==> src/rtl/rv32i_mem_arbiter_pkg.sv <==
// Shared types and constants for the fetch/data unified-memory arbiter.
package rv32i_mem_arbiter_pkg;

   typedef enum logic [1:0] {
      ARB_IDLE    = 2'd0,
      ARB_BUSY_IF = 2'd1,
      ARB_BUSY_DM = 2'd2
   } arb_state_e;

   localparam logic       ARB_OWNER_IF = 1'b0;
   localparam logic       ARB_OWNER_DM = 1'b1;
   localparam logic [3:0] MEM_BE_ALL   = 4'hF;
   localparam int         LAT_CNT_W    = 4;

   function automatic arb_state_e owner_state(input logic owner);
      return (owner == ARB_OWNER_DM) ? ARB_BUSY_DM : ARB_BUSY_IF;
   endfunction

endpackage

==> src/rtl/rv32i_mem_arbiter_if.sv <==
// Bundle of the fetch, data and memory-side signals around the arbiter.
interface rv32i_mem_arbiter_if #(
   parameter int ADDR_W = 32,
   parameter int DATA_W = 32
);
   logic              if_req_i;
   logic [ADDR_W-1:0] if_addr_i;
   logic              if_gnt_o;
   logic              if_rvalid_o;
   logic [DATA_W-1:0] if_rdata_o;
   logic              dm_req_i;
   logic              dm_we_i;
   logic [ADDR_W-1:0] dm_addr_i;
   logic [DATA_W-1:0] dm_wdata_i;
   logic [3:0]        dm_be_i;
   logic              dm_gnt_o;
   logic              dm_rvalid_o;
   logic [DATA_W-1:0] dm_rdata_o;
   logic              mem_req_o;
   logic              mem_we_o;
   logic [ADDR_W-1:0] mem_addr_o;
   logic [DATA_W-1:0] mem_wdata_o;
   logic [3:0]        mem_be_o;
   logic [DATA_W-1:0] mem_rdata_i;
   logic              stall_o;
   logic [31:0]       perf_conflict_o;
   logic [31:0]       perf_if_wait_o;

   modport slave (
      input  if_req_i, if_addr_i, dm_req_i, dm_we_i, dm_addr_i, dm_wdata_i, dm_be_i, mem_rdata_i,
      output if_gnt_o, if_rvalid_o, if_rdata_o, dm_gnt_o, dm_rvalid_o, dm_rdata_o,
             mem_req_o, mem_we_o, mem_addr_o, mem_wdata_o, mem_be_o,
             stall_o, perf_conflict_o, perf_if_wait_o
   );

   modport master (
      output if_req_i, if_addr_i, dm_req_i, dm_we_i, dm_addr_i, dm_wdata_i, dm_be_i, mem_rdata_i,
      input  if_gnt_o, if_rvalid_o, if_rdata_o, dm_gnt_o, dm_rvalid_o, dm_rdata_o,
             mem_req_o, mem_we_o, mem_addr_o, mem_wdata_o, mem_be_o,
             stall_o, perf_conflict_o, perf_if_wait_o
   );
endinterface

==> src/rtl/rv32i_mem_arb_lat_cnt.sv <==
// Latency counter for the outstanding access: load to 1 on issue, count while busy,
// done when the memory's fixed read latency has elapsed.
module rv32i_mem_arb_lat_cnt
   import rv32i_mem_arbiter_pkg::*;
#(
   parameter int MEM_LATENCY = 2
) (
   input  logic clk_i,
   input  logic resetn_i,
   input  logic load,
   input  logic clr,
   input  logic inc,
   output logic done
);
   logic [LAT_CNT_W-1:0] cnt_reg;

   always_ff @(posedge clk_i or negedge resetn_i) begin
      if (!resetn_i) begin
         cnt_reg <= '0;
      end else if (load) begin
         cnt_reg <= LAT_CNT_W'(1);
      end else if (clr) begin
         cnt_reg <= '0;
      end else if (inc) begin
         cnt_reg <= cnt_reg + 1'b1;
      end
   end

   // Counter idles at 0, so done can only fire while an access is outstanding.
   assign done = (cnt_reg == LAT_CNT_W'(MEM_LATENCY));

endmodule

==> src/rtl/rv32i_mem_arbiter.sv <==
// Fetch/data arbiter for one single-port fixed-latency memory; one access at a time.
// Define RV32I_MEM_ARB_PERF_EN to build the conflict / fetch-wait performance counters.
module rv32i_mem_arbiter
   import rv32i_mem_arbiter_pkg::*;
#(
   parameter int ADDR_W      = 32,
   parameter int DATA_W      = 32,
   parameter int MEM_LATENCY = 2,
   parameter int STARVE_MAX  = 4
) (
   input logic                clk_i,
   input logic                resetn_i,
   rv32i_mem_arbiter_if.slave bus
);
   localparam int STARVE_W = $clog2(STARVE_MAX + 1);

   arb_state_e          state_reg;
   logic                dm_store_reg;
   logic [STARVE_W-1:0] starve_reg;

   logic              lat_done;
   logic              busy;
   logic              window;
   logic              if_starved;
   logic              win_dm;
   logic              win_if;
   logic              grant;
   logic              owner;
   logic              if_done;
   logic              dm_done;
   logic              we_mux;
   logic [ADDR_W-1:0] addr_mux;
   logic [DATA_W-1:0] wdata_mux;
   logic [3:0]        be_mux;

   assign busy = (state_reg != ARB_IDLE);
   // Qualifying with resetn_i keeps grants and stall low while reset is held.
   assign window     = resetn_i & (~busy | lat_done);
   assign if_starved = (starve_reg == STARVE_W'(STARVE_MAX));
   assign win_dm     = window & bus.dm_req_i & ~(bus.if_req_i & if_starved);
   assign win_if     = window & bus.if_req_i & ~win_dm;
   assign grant      = win_dm | win_if;
   assign owner      = win_dm ? ARB_OWNER_DM : ARB_OWNER_IF;
   assign if_done    = lat_done & (state_reg == ARB_BUSY_IF);
   assign dm_done    = lat_done & (state_reg == ARB_BUSY_DM);

   rv32i_mem_arb_lat_cnt #(.MEM_LATENCY(MEM_LATENCY)) u_lat_cnt (
      .clk_i    (clk_i),
      .resetn_i (resetn_i),
      .load     (grant),
      .clr      (lat_done & ~grant),
      .inc      (busy & ~lat_done),
      .done     (lat_done)
   );

   always_comb begin
      we_mux    = 1'b0;
      addr_mux  = '0;
      wdata_mux = '0;
      be_mux    = '0;
      if (grant) begin
         if (owner == ARB_OWNER_DM) begin
            we_mux    = bus.dm_we_i;
            addr_mux  = bus.dm_addr_i;
            wdata_mux = bus.dm_wdata_i;
            be_mux    = bus.dm_be_i;
         end else begin
            addr_mux = bus.if_addr_i;
            be_mux   = MEM_BE_ALL;
         end
      end
   end

   always_ff @(posedge clk_i or negedge resetn_i) begin
      if (!resetn_i) begin
         state_reg    <= ARB_IDLE;
         dm_store_reg <= 1'b0;
         starve_reg   <= '0;
      end else begin
         if (grant) begin
            state_reg    <= owner_state(owner);
            dm_store_reg <= win_dm & bus.dm_we_i;
         end else if (lat_done) begin
            state_reg <= ARB_IDLE;
         end
         // Starvation count saturates; it is cleared only by an actual fetch grant.
         if (win_if) begin
            starve_reg <= '0;
         end else if (bus.if_req_i && !if_starved) begin
            starve_reg <= starve_reg + 1'b1;
         end
      end
   end

   assign bus.if_gnt_o    = win_if;
   assign bus.dm_gnt_o    = win_dm;
   assign bus.mem_req_o   = grant;
   assign bus.mem_we_o    = we_mux;
   assign bus.mem_addr_o  = addr_mux;
   assign bus.mem_wdata_o = wdata_mux;
   assign bus.mem_be_o    = be_mux;
   assign bus.if_rvalid_o = if_done;
   assign bus.if_rdata_o  = if_done ? bus.mem_rdata_i : '0;
   assign bus.dm_rvalid_o = dm_done;
   assign bus.dm_rdata_o  = (dm_done && !dm_store_reg) ? bus.mem_rdata_i : '0;
   assign bus.stall_o     = resetn_i & ((bus.if_req_i & ~win_if) | (bus.dm_req_i & ~win_dm) |
                                        ((state_reg == ARB_BUSY_DM) & ~dm_done));

`ifdef RV32I_MEM_ARB_PERF_EN
   logic [31:0] perf_conflict_reg;
   logic [31:0] perf_if_wait_reg;

   always_ff @(posedge clk_i or negedge resetn_i) begin
      if (!resetn_i) begin
         perf_conflict_reg <= '0;
         perf_if_wait_reg  <= '0;
      end else begin
         if (bus.if_req_i && bus.dm_req_i) begin
            perf_conflict_reg <= perf_conflict_reg + 32'd1;
         end
         if (bus.if_req_i && !win_if) begin
            perf_if_wait_reg <= perf_if_wait_reg + 32'd1;
         end
      end
   end

   assign bus.perf_conflict_o = perf_conflict_reg;
   assign bus.perf_if_wait_o  = perf_if_wait_reg;
`else
   assign bus.perf_conflict_o = '0;
   assign bus.perf_if_wait_o  = '0;
`endif

endmodule

==> src/flat_wrapper.sv <==
// flat-port wrapper written by rule: the top's interface ports become plain ports
module rv32i_mem_arbiter_flat import rv32i_mem_arbiter_pkg::*;
#(
   parameter int ADDR_W      = 32,
   parameter int DATA_W      = 32,
   parameter int MEM_LATENCY = 2,
   parameter int STARVE_MAX  = 4
)
  (clk_i, resetn_i, bus_if_req_i, bus_if_addr_i, bus_dm_req_i, bus_dm_we_i, bus_dm_addr_i, bus_dm_wdata_i, bus_dm_be_i, bus_mem_rdata_i, bus_if_gnt_o, bus_if_rvalid_o, bus_if_rdata_o, bus_dm_gnt_o, bus_dm_rvalid_o, bus_dm_rdata_o, bus_mem_req_o, bus_mem_we_o, bus_mem_addr_o, bus_mem_wdata_o, bus_mem_be_o, bus_stall_o, bus_perf_conflict_o, bus_perf_if_wait_o);
  rv32i_mem_arbiter_if #(.ADDR_W(ADDR_W), .DATA_W(DATA_W)) bus_i ();
  input logic clk_i;
  input logic resetn_i;
  input wire logic [$bits(bus_i.if_req_i)-1:0] bus_if_req_i;
  input wire logic [$bits(bus_i.if_addr_i)-1:0] bus_if_addr_i;
  input wire logic [$bits(bus_i.dm_req_i)-1:0] bus_dm_req_i;
  input wire logic [$bits(bus_i.dm_we_i)-1:0] bus_dm_we_i;
  input wire logic [$bits(bus_i.dm_addr_i)-1:0] bus_dm_addr_i;
  input wire logic [$bits(bus_i.dm_wdata_i)-1:0] bus_dm_wdata_i;
  input wire logic [$bits(bus_i.dm_be_i)-1:0] bus_dm_be_i;
  input wire logic [$bits(bus_i.mem_rdata_i)-1:0] bus_mem_rdata_i;
  output wire logic [$bits(bus_i.if_gnt_o)-1:0] bus_if_gnt_o;
  output wire logic [$bits(bus_i.if_rvalid_o)-1:0] bus_if_rvalid_o;
  output wire logic [$bits(bus_i.if_rdata_o)-1:0] bus_if_rdata_o;
  output wire logic [$bits(bus_i.dm_gnt_o)-1:0] bus_dm_gnt_o;
  output wire logic [$bits(bus_i.dm_rvalid_o)-1:0] bus_dm_rvalid_o;
  output wire logic [$bits(bus_i.dm_rdata_o)-1:0] bus_dm_rdata_o;
  output wire logic [$bits(bus_i.mem_req_o)-1:0] bus_mem_req_o;
  output wire logic [$bits(bus_i.mem_we_o)-1:0] bus_mem_we_o;
  output wire logic [$bits(bus_i.mem_addr_o)-1:0] bus_mem_addr_o;
  output wire logic [$bits(bus_i.mem_wdata_o)-1:0] bus_mem_wdata_o;
  output wire logic [$bits(bus_i.mem_be_o)-1:0] bus_mem_be_o;
  output wire logic [$bits(bus_i.stall_o)-1:0] bus_stall_o;
  output wire logic [$bits(bus_i.perf_conflict_o)-1:0] bus_perf_conflict_o;
  output wire logic [$bits(bus_i.perf_if_wait_o)-1:0] bus_perf_if_wait_o;
  assign bus_i.if_req_i = bus_if_req_i;
  assign bus_i.if_addr_i = bus_if_addr_i;
  assign bus_i.dm_req_i = bus_dm_req_i;
  assign bus_i.dm_we_i = bus_dm_we_i;
  assign bus_i.dm_addr_i = bus_dm_addr_i;
  assign bus_i.dm_wdata_i = bus_dm_wdata_i;
  assign bus_i.dm_be_i = bus_dm_be_i;
  assign bus_i.mem_rdata_i = bus_mem_rdata_i;
  assign bus_if_gnt_o = bus_i.if_gnt_o;
  assign bus_if_rvalid_o = bus_i.if_rvalid_o;
  assign bus_if_rdata_o = bus_i.if_rdata_o;
  assign bus_dm_gnt_o = bus_i.dm_gnt_o;
  assign bus_dm_rvalid_o = bus_i.dm_rvalid_o;
  assign bus_dm_rdata_o = bus_i.dm_rdata_o;
  assign bus_mem_req_o = bus_i.mem_req_o;
  assign bus_mem_we_o = bus_i.mem_we_o;
  assign bus_mem_addr_o = bus_i.mem_addr_o;
  assign bus_mem_wdata_o = bus_i.mem_wdata_o;
  assign bus_mem_be_o = bus_i.mem_be_o;
  assign bus_stall_o = bus_i.stall_o;
  assign bus_perf_conflict_o = bus_i.perf_conflict_o;
  assign bus_perf_if_wait_o = bus_i.perf_if_wait_o;
  rv32i_mem_arbiter #(.ADDR_W(ADDR_W), .DATA_W(DATA_W), .MEM_LATENCY(MEM_LATENCY), .STARVE_MAX(STARVE_MAX)) u_core (.clk_i(clk_i), .resetn_i(resetn_i), .bus(bus_i));
endmodule
==> config.mk <==
export PLATFORM = sky130hd
export DESIGN_NAME = rv32i_mem_arbiter_flat
export DESIGN_NICKNAME = d
export VERILOG_FILES = /design/src/rtl/rv32i_mem_arbiter_pkg.sv /design/src/rtl/rv32i_mem_arbiter_if.sv /design/src/rtl/rv32i_mem_arb_lat_cnt.sv /design/src/rtl/rv32i_mem_arbiter.sv /design/src/flat_wrapper.sv
export SDC_FILE = /design/constraint.sdc
export NUM_CORES = 1
export LEC_CHECK = 0
export BUFFER_PORTS_ARGS = -buffer_cell sky130_fd_sc_hd__buf_2
export CAP_MARGIN = 10
export CORE_AREA = 3 3 132 134
export CTS_BUF_LIST = sky130_fd_sc_hd__clkbuf_4
export CTS_CLUSTER_SIZE = 12
export DETAILED_ROUTE_END_ITERATION = 10
export DIE_AREA = 0 0 135 137
export RECOVER_POWER = 50
export SYNTH_ARGS = -nofsm -noshare
export SYNTH_HDL_FRONTEND = slang
export SYNTH_SLANG_ARGS = --single-unit
==> constraint.sdc <==
create_clock -name clk_i -period 2.5 [get_ports clk_i]
set_input_delay 0.25 -clock clk_i [delete_from_list [all_inputs] [get_ports clk_i]]
set_output_delay 0.25 -clock clk_i [all_outputs]
set_load 0.005 [all_outputs]
==> flow_summary.toml <==
[place]
gp_congestion = 0.800
port-buffer-count = 275
place_ws_ns = 0.202
dp_hpwl_mm = 9.49

[worst_hold_path]
hp-start = "bus_dm_we_i"
min_path_type = "in2reg"
worstHoldPathCells = 2
min_to = "u_core.dm_store_reg"

[cts]
cts_sinks = 10
clk_latency_ns = 0.28
cts_tree = "done"
ctsRootBufferMaster = "clkbuf_4"
clock_path_buffers = 2
numCtsBuffers = 3
path_clk_slew_ns = 0.07
htreeDepth = 1

[synth]
synth_area_leaders = "and2_1, buf_4, dfrtp_1, a21oi_1, nand3_1"
synth_edf_count = 0
postSynthAreaPerCell_sq_um = 6.58
synthDistinctLibCells = 32
netlist.area_leader.share_pct = 25.2
synthFlopType = "dfrtp_1"
synth_top_area_cell = "and2_1"
yosysSeqAreaShare_pct = 10.4
syn_area_sq_um = 2410
async_flop_share_pct = 100
syn_inst = 366
yosys_warnings = 0
ys_ff_latch = 10

[pwr]
peakVddDrop_mv = 0.194
cellPowerDensity_nw_per_um2 = 442
p_leak_nw = 2.39

[critical_path]
critPathArrivalTime_ns = 2.26
r2r-start = "u_core.u_lat_cnt.cnt_reg[0]"
cp.required_ns = 2.25
rrSetupSlack_ns = 0.41
rr_worst_depth = 9
cp-end-kind = "output port"
critPathMaxFanout = 9
startpoint_type = "register"
path_class = "reg2out"
reg2reg_to = "u_core.dm_store_reg"

[layout]
largest_reg_flops = 4
area_growth_pct = 69.8
nets = 777
final_common_cell = "buf_2"
mostFrequentLayoutCells = "buf_2, and2_1, conb_1"
antenna_cells = 0
nFillCells = 1847
drive_above_1_share_pct = 50.4

[die]
die_h_microns = 137
design.core.area_sq_um = 16400
start_util_pct = 14.7
dieWidth_microns = 135
dieArea_sq_um = 18500
rows = 47
ios = 340

[run_status]
status = "finished, violations left"
failed_checks = "setup timing"

[grt]
grt_overflow = 0
grt_pass1_wl_mm = 15.0
grtUsageTotal_pct = 10.3
grt_max_degree = 37
grt_pass1_vias = 2791
antenna_found_initial = 4

[sta]
rsz0062_at_grt = "yes"
layout_setup_ws_ns = -0.00553
fin_skew_ns = 0.00507
hold_viol = 0
tightest_slew_ns = 0.568
finalSetupTns_ns = -0.00886
finalCriticalPeriod_ns = 2.51
max_freq_mhz = 399
timing.final.crit_share_pct = 100
slew_viol_final = 0
setup_viol = 2
maxSlewHeadroom_pct = 61.9

[routing]
drt_iter0_markers = 150
totalWireLength_mm = 11.8
drc = 0
firstDrtPassIters = 4
postRouteAntennaNets = 0
viasPerCell = 4.00
post_drt_wl_per_cell_microns = 13.8
via_count = 3418

[run]
drv_cap = 0
critical path, stage by stage, from the launching register on:
cell and delay [ns]:
dfrtp_1 0.41, inv_2 0.09, ha_4 0.12, or3b_4 0.41, a2111oi_4 0.36, buf_6 0.19, clkbuf_16 0.16, and2_1 0.12
buf_2 0.11
report_power, final:
group / total (mW) / switching, mW / leakage, nW / internal [mW]
Combinational: 1.33 / 0.687 / 2.25 / 0.639
Clock: 0.125 / 0.0666 / 0.0154 / 0.0580
Sequential: 0.358 / 0.115 / 0.121 / 0.243
Total: 1.81 / 0.868 / 2.39 / 0.940
metrics by stage:
step                hold slack, ns  cell area, sq um  cells  utilization [%]  power [mW]
finish                       0.242              4090    855             24.9        1.81
global route                 0.261              4090    855             24.9        1.99
CTS                          0.257              3870    848             23.6        1.68
detailed placement          0.0971              3820    842             23.3        1.54
global placement            0.0964              3820    842             23.3        1.52
floorplan                  -0.0456              2650    429                -        1.09
cell type report:
cell class,instances,area (sq um),share of cell area [%]
clock inverter,1,3.75,0.0917
timing repair buffer,296,1710,41.7
multi-input combinational,318,1810,44.2
clock buffer,3,22.5,0.550
inverter,7,26.3,0.642
sequential,10,250,6.11
tap,220,275,6.73
worst max-delay path by stage:
stage / slack [ns] / cells past startpoint / startpoint / end
floorplan: 0.32 / 7 / u_core.u_lat_cnt.cnt_reg[0] / bus_mem_wdata_o[23]
finish: -0.006 / 8 / u_core.u_lat_cnt.cnt_reg[0] / bus_mem_wdata_o[23]
detailed placement: 0.20 / 7 / u_core.u_lat_cnt.cnt_reg[0] / bus_mem_wdata_o[6]
CTS: 0.02 / 7 / u_core.u_lat_cnt.cnt_reg[0] / bus_mem_wdata_o[27]
global route: -0.10 / 8 / u_core.u_lat_cnt.cnt_reg[0] / bus_mem_wdata_o[18]
global placement: 0.25 / 7 / u_core.u_lat_cnt.cnt_reg[0] / bus_mem_wdata_o[18]
synthesized netlist by cell type, types with 2 or more instances:
cell,count
nor3_1,2
nand2_1,4
nor3b_2,2
and2_1,97
o21ai_0,36
o2bb2ai_1,3
clkbuf_1,25
buf_6,4
a21oi_1,43
nand3_1,41
nand2b_1,2
o21ai_1,2
o221ai_1,2
o211ai_1,2
buf_4,64
ha_1,4
inv_1,7
dfrtp_1,10
nor2_1,3
routing by layer:
metal / GRT usage, % / vias up / wire, microns / part of all wire, %
li1: - / 1637 / - / -
met1: 11.3 / 1520 / 4170 / 35
met2: 20.6 / 241 / 6200 / 52
met3: 1.69 / 18 / 1290 / 11
met4: 2.07 / 2 / 171 / 1.4
met5: 0 / - / 10 / 0.085
cells by family (layout without fill, tap and decap cells):
logic type	Yosys count	after routing	share of synthesized area (%)
buffers and inverters	101	307	27.0
flip-flops	10	10	10.4
adder cells (fa/ha/maj)	4	4	2.08
other	1	64	0.156
XOR/XNOR	1	1	0.364
AND/OR/NAND/NOR	154	154	37.6
AO/OA/AOI/OAI	95	95	22.4
repair_timing:
item | 4_1_cts | 5_1_grt
gates cloned | 0 | 3
setup buffers | 1 | 5
endpoints found under the setup margin | 35 | 34
hold buffers | 1 | 0
pin swaps | 1 | 8
resized for setup | 2 | 31
hold endpoints to repair | 4 | 0
Power figures use the tool's default switching activity.
